--- config.mk ---
export PLATFORM = sky130hd
export DESIGN_NAME = serial_code_receiver
export DESIGN_NICKNAME = d
export VERILOG_FILES = /design/src/rtl/serial_code_receiver_pkg.sv /design/src/rtl/serial_code_receiver_bit_timer.sv /design/src/rtl/serial_code_receiver.sv
export SDC_FILE = /design/constraint.sdc
export NUM_CORES = 1
export LEC_CHECK = 0
export ABC_AREA = 1
export BUFFER_PORTS_ARGS = -buffer_cell sky130_fd_sc_hd__buf_2
export CAP_MARGIN = 20
export CORE_UTILIZATION = 28
export DETAILED_ROUTE_END_ITERATION = 10
export PLACE_DENSITY = 0.54
export SYNTH_ARGS = -nofsm -noshare
export SYNTH_HDL_FRONTEND = slang
export SYNTH_SLANG_ARGS = --single-unit
export TNS_END_PERCENT = 1
--- constraint.sdc ---
create_clock -name clock -period 1.7 [get_ports clock]
set_input_delay 0.34 -clock clock [delete_from_list [all_inputs] [get_ports clock]]
set_output_delay 0.34 -clock clock [all_outputs]
set_load 0.005 [all_outputs]
--- src/rtl/serial_code_receiver_pkg.sv ---
// Shared types and constants for the serial code receiver and the downstream parity checker.
package serial_code_receiver_pkg;

   localparam int DEF_CLKS_PER_BIT = 16;
   localparam int DEF_DATA_BITS    = 8;
   localparam int CODE_W           = DEF_DATA_BITS + 1;

   typedef enum logic [2:0] {
      IDLE,
      START,
      DATA,
      PARITY,
      STOP,
      WAIT_IDLE
   } state_t;

endpackage

--- src/rtl/serial_code_receiver_bit_timer.sv ---
// Cycle counter for one serial bit period; flags the mid-start-bit and full-period sample points.
module serial_code_receiver_bit_timer #(
   parameter int CLKS_PER_BIT = 16
) (
   input  logic clock,
   input  logic reset,
   input  logic clear,
   output logic half_tick,
   output logic full_tick
);

   localparam int CW = $clog2(CLKS_PER_BIT);
   localparam logic [CW-1:0] HALF_LAST = CW'(CLKS_PER_BIT / 2 - 1);
   localparam logic [CW-1:0] FULL_LAST = CW'(CLKS_PER_BIT - 1);

   logic [CW-1:0] cnt_reg;

   assign half_tick = (cnt_reg == HALF_LAST);
   assign full_tick = (cnt_reg == FULL_LAST);

   // Wraps on its own at the full period, so consecutive bit samples stay CLKS_PER_BIT apart.
   always_ff @(posedge clock) begin
      if (reset || clear) begin
         cnt_reg <= '0;
      end else if (full_tick) begin
         cnt_reg <= '0;
      end else begin
         cnt_reg <= cnt_reg + 1'b1;
      end
   end

endmodule

--- src/rtl/serial_code_receiver.sv ---
// Deserialises start/data(LSB first)/parity/stop frames into CODE = {parity, data} with DONE strobe.
// Define RX_SYNC_EN to insert a 2-flop synchroniser on RX (adds 2 cycles of latency).
module serial_code_receiver
   import serial_code_receiver_pkg::*;
#(
   parameter int CLKS_PER_BIT = DEF_CLKS_PER_BIT,
   parameter int DATA_BITS    = DEF_DATA_BITS
) (
   input  logic                 clock,
   input  logic                 reset,
   input  logic                 RX,
   output logic [DATA_BITS:0]   CODE,
   output logic                 DONE,
   output logic                 FRAME_ERR,
   output logic                 BUSY
);

   localparam int BW = $clog2(DATA_BITS + 1);
   localparam logic [BW-1:0] LAST_BIT = BW'(DATA_BITS - 1);

   state_t                 state_reg;
   logic [BW-1:0]          bit_cnt_reg;
   logic [DATA_BITS-1:0]   shift_reg;
   logic                   parity_reg;
   logic                   rx_s;
   logic                   timer_clear;
   logic                   half_tick;
   logic                   full_tick;

`ifdef RX_SYNC_EN
   logic [1:0] sync_reg;

   always_ff @(posedge clock) begin
      if (reset) begin
         sync_reg <= 2'b11;
      end else begin
         sync_reg <= {sync_reg[0], RX};
      end
   end

   assign rx_s = sync_reg[1];
`else
   assign rx_s = RX;
`endif

   // Re-align the timer at the falling edge and again at mid start bit, so data samples land mid-bit.
   assign timer_clear = (state_reg == IDLE) || (state_reg == WAIT_IDLE) ||
                        ((state_reg == START) && half_tick);

   serial_code_receiver_bit_timer #(
      .CLKS_PER_BIT (CLKS_PER_BIT)
   ) u_bit_timer (
      .clock     (clock),
      .reset     (reset),
      .clear     (timer_clear),
      .half_tick (half_tick),
      .full_tick (full_tick)
   );

   always_ff @(posedge clock) begin
      if (reset) begin
         state_reg   <= IDLE;
         bit_cnt_reg <= '0;
         shift_reg   <= '0;
         parity_reg  <= 1'b0;
         CODE        <= '0;
         DONE        <= 1'b0;
         FRAME_ERR   <= 1'b0;
         BUSY        <= 1'b0;
      end else begin
         DONE      <= 1'b0;
         FRAME_ERR <= 1'b0;
         case (state_reg)
            IDLE: begin
               if (!rx_s) begin
                  state_reg <= START;
                  BUSY      <= 1'b1;
               end
            end
            START: begin
               if (half_tick) begin
                  if (!rx_s) begin
                     state_reg   <= DATA;
                     bit_cnt_reg <= '0;
                  end else begin
                     state_reg <= IDLE;
                     BUSY      <= 1'b0;
                  end
               end
            end
            DATA: begin
               if (full_tick) begin
                  shift_reg <= {rx_s, shift_reg[DATA_BITS-1:1]};
                  if (bit_cnt_reg == LAST_BIT) begin
                     state_reg   <= PARITY;
                     bit_cnt_reg <= '0;
                  end else begin
                     bit_cnt_reg <= bit_cnt_reg + 1'b1;
                  end
               end
            end
            PARITY: begin
               if (full_tick) begin
                  parity_reg <= rx_s;
                  state_reg  <= STOP;
               end
            end
            STOP: begin
               if (full_tick) begin
                  if (rx_s) begin
                     CODE      <= {parity_reg, shift_reg};
                     DONE      <= 1'b1;
                     state_reg <= IDLE;
                     BUSY      <= 1'b0;
                  end else begin
                     FRAME_ERR <= 1'b1;
                     state_reg <= WAIT_IDLE;
                  end
               end
            end
            WAIT_IDLE: begin
               // A stuck-low line must return high before another start bit is accepted.
               if (rx_s) begin
                  state_reg <= IDLE;
                  BUSY      <= 1'b0;
               end
            end
            default: begin
               state_reg <= IDLE;
               BUSY      <= 1'b0;
            end
         endcase
      end
   end

endmodule
==> impl_metrics.py <==
metrics = {
    "outcome": {
        "status": "completed",
    },
    "min_path": {
        "hold_start": "reset",
        "hold_end": "bit_cnt_reg[2]$_SDFFE_PP0P_",
        "min_path_cells": 2,
        "hp-class": "in -> reg",
    },
    "synth": {
        "async_flop_share": 0,
        "ys_top_cells_by_count": "nor2_1, dfxtp_1, nand2_1",
        "synth-main-ff-cell": "dfxtp_1",
        "synthDistinctLibCells": 28,
        "syn_nets": 210,
        "synth_area_leaders": "dfxtp_1, nor2_1, o21ai_0",
        "syn_area_per_cell_um2": 7.43,
        "ys_ff_latch": 32,
        "synth_edf_count": 0,
        "synth_top_cell_by_area": "dfxtp_1",
        "syn_area_mm2": 0.00152,
        "yosys_warnings": 0,
        "ys_seq_area_frac": 0.420,
        "synth_most_common_cell": "nor2_1",
        "syn-instance-count": 205,
        "synth_top_area_frac": 0.420,
    },
    "global_routing": {
        "grtUsageTotal": 0.123,
        "grt_max_degree": 14,
        "antenna_found_initial": 0,
        "overflow": 0,
        "grt_pass1_wl_mm": 5.20,
        "first_global_vias": 1212,
    },
    "floorplan": {
        "die_y_um": 75.8,
        "core_mm2": 0.00517,
        "ios": 15,
        "start_util": 0.295,
        "die_w_um": 75.8,
        "dieArea_mm2": 0.00574,
        "rows": 26,
    },
    "sta": {
        "worst_pin_slew_ns": 0.311,
        "clock_skew_ns": 0.00451,
        "fmax_ghz": 0.689,
        "setup_viol": 0,
        "hold_viol": 0,
        "fin_crit_ns": 1.45,
        "rsz0062_at_grt": "false",
        "slew_viol_final": 0,
        "finalHoldWorstSlack_ns": 0.330,
        "fin_tns_setup_ns": 0,
        "period_share": 0.854,
        "max_slew_margin": 0.793,
    },
    "cells_and_area": {
        "stdcell_area_mm2": 0.00179,
        "area_growth_syn_to_layout_pct": 17.7,
        "largest_reg_flops": 9,
        "nNetsFinal": 231,
        "drive_gt1_frac": 0.229,
        "final_cells": 297,
        "num_antenna_cells": 0,
    },
    "placement": {
        "numPortBuffers": 14,
        "placed_area_mm2": 0.00168,
        "place_inst": 289,
        "routabilityCongestion": 0.879,
        "post-dp-hpwl_mm": 2.26,
    },
    "setup_path": {
        "crit_required_ns": 1.92,
        "cp-start-kind": "register",
        "worstPathArrival_ns": 1.67,
        "worstReg2RegEnd": "CODE[5]$_SDFFE_PP0P_",
        "cp_max_fo": 9,
        "worstSetupPathType": "reg -> reg",
        "cp-end-kind": "register",
        "reg2regPathDepth": 6,
        "r2r-start": "u_bit_timer.cnt_reg[0]$_SDFF_PP0_",
        "reg2reg_slack_ns": 0.25,
    },
    "clock_network": {
        "cts_buffers": 5,
        "tritoncts": "done",
        "clkSinkCount": 32,
        "clock-root-buffer": "clkbuf_8",
        "clk_pin_slew_ns": 0.07,
        "clockBufferDepth": 2,
        "cts_max_level": 2,
        "clock_latency_ns": 0.28,
        "post_cts_buffers": 0,
        "postCtsHoldBufs": 0,
        "cts_resized": 0,
    },
    "power": {
        "p_leak_nw": 0.853,
        "ir_drop_mv": 0.769,
        "finalPower_mw": 2.36,
        "cellPowerDensity_mw_per_mm2": 1320,
    },
    "drt": {
        "final_antenna_net_count": 0,
        "dr_total_vias": 1281,
        "drt-vias-per-instance": 4.31,
        "post-route-drc-count": 0,
        "drt-total-wl_mm": 3.01,
        "first_pass_iters": 4,
        "drt_iter0_drc": 34,
        "wire_per_inst_um": 10.1,
    },
    "job": {
        "maxCapViolations": 0,
    },
}
cell type report:
type                    instances  area [um^2]
clock inverters                 2         35.0
inverters                      18         71.3
well taps                      70         87.6
repair buffers                 19          108
fillers                       568         3380
flip-flops and latches         32          641
clock buffers                   6         72.6
multi-input cells             150          779
cell usage in the layout (no fill, tap or decap), drive strengths merged, types with 3 or more instances in the layout:
cell    Yosys  routed
nor3        4       4
a21oi       7       7
nor2       60      60
nand4       3       3
inv        17      17
buf         4      19
nand2      34      34
nand3      16      16
o21ai      22      22
clkbuf      1       6
dfxtp      32      32
power by group:
group          switching, mW  internal [mW]
Sequential            0.0863          0.821
Combinational          0.475          0.268
Clock                  0.276          0.435
worst max-delay path, cell delays in order (launching register included):
cell and delay, ns:
dfxtp_1 0.35, ha_1 0.24, nand3_4 0.16, nor3_4 0.27, buf_4 0.20, o21ai_0 0.08
nor2_1 0.09
cells by family after synthesis:
group           after synthesis  synth area share
fa+ha+maj                     2            0.0164
xor+xnor                      2            0.0115
simple gates                117             0.377
buf+inv                      23            0.0722
flops                        32             0.420
compound gates               29             0.103
layer usage:
layer	vias up	global-route usage	routed length [um]
met5	-	0	0
met4	0	0.0432	51
met3	5	0.0437	89
met2	13	0.195	1330
met1	567	0.153	1530
li1	696	-	-
metrics by stage:
stage	setup WS [ns]	util
finish	0.249	0.347
global route	0.0753	0.347
CTS	0.153	0.346
detailed placement	0.169	0.325
global placement	0.248	0.325
floorplan	0.378	-
how the worst max path moves through the flow:
| stage | from | end | cells past startpoint |
|---|---|---|---|
| final | u_bit_timer.cnt_reg[0]$_SDFF_PP0_ | CODE[5]$_SDFFE_PP0P_ | 6 |
| after global routing | u_bit_timer.cnt_reg[0]$_SDFF_PP0_ | state_reg[0]$_SDFFE_PP0P_ | 10 |
| after CTS | u_bit_timer.cnt_reg[0]$_SDFF_PP0_ | CODE[5]$_SDFFE_PP0P_ | 6 |
| after detailed placement | u_bit_timer.cnt_reg[0]$_SDFF_PP0_ | CODE[5]$_SDFFE_PP0P_ | 6 |
| after global placement | u_bit_timer.cnt_reg[0]$_SDFF_PP0_ | CODE[4]$_SDFFE_PP0P_ | 6 |
| after floorplan | u_bit_timer.cnt_reg[0]$_SDFF_PP0_ | state_reg[1]$_SDFFE_PP0P_ | 10 |
Power figures use the tool's default switching activity.
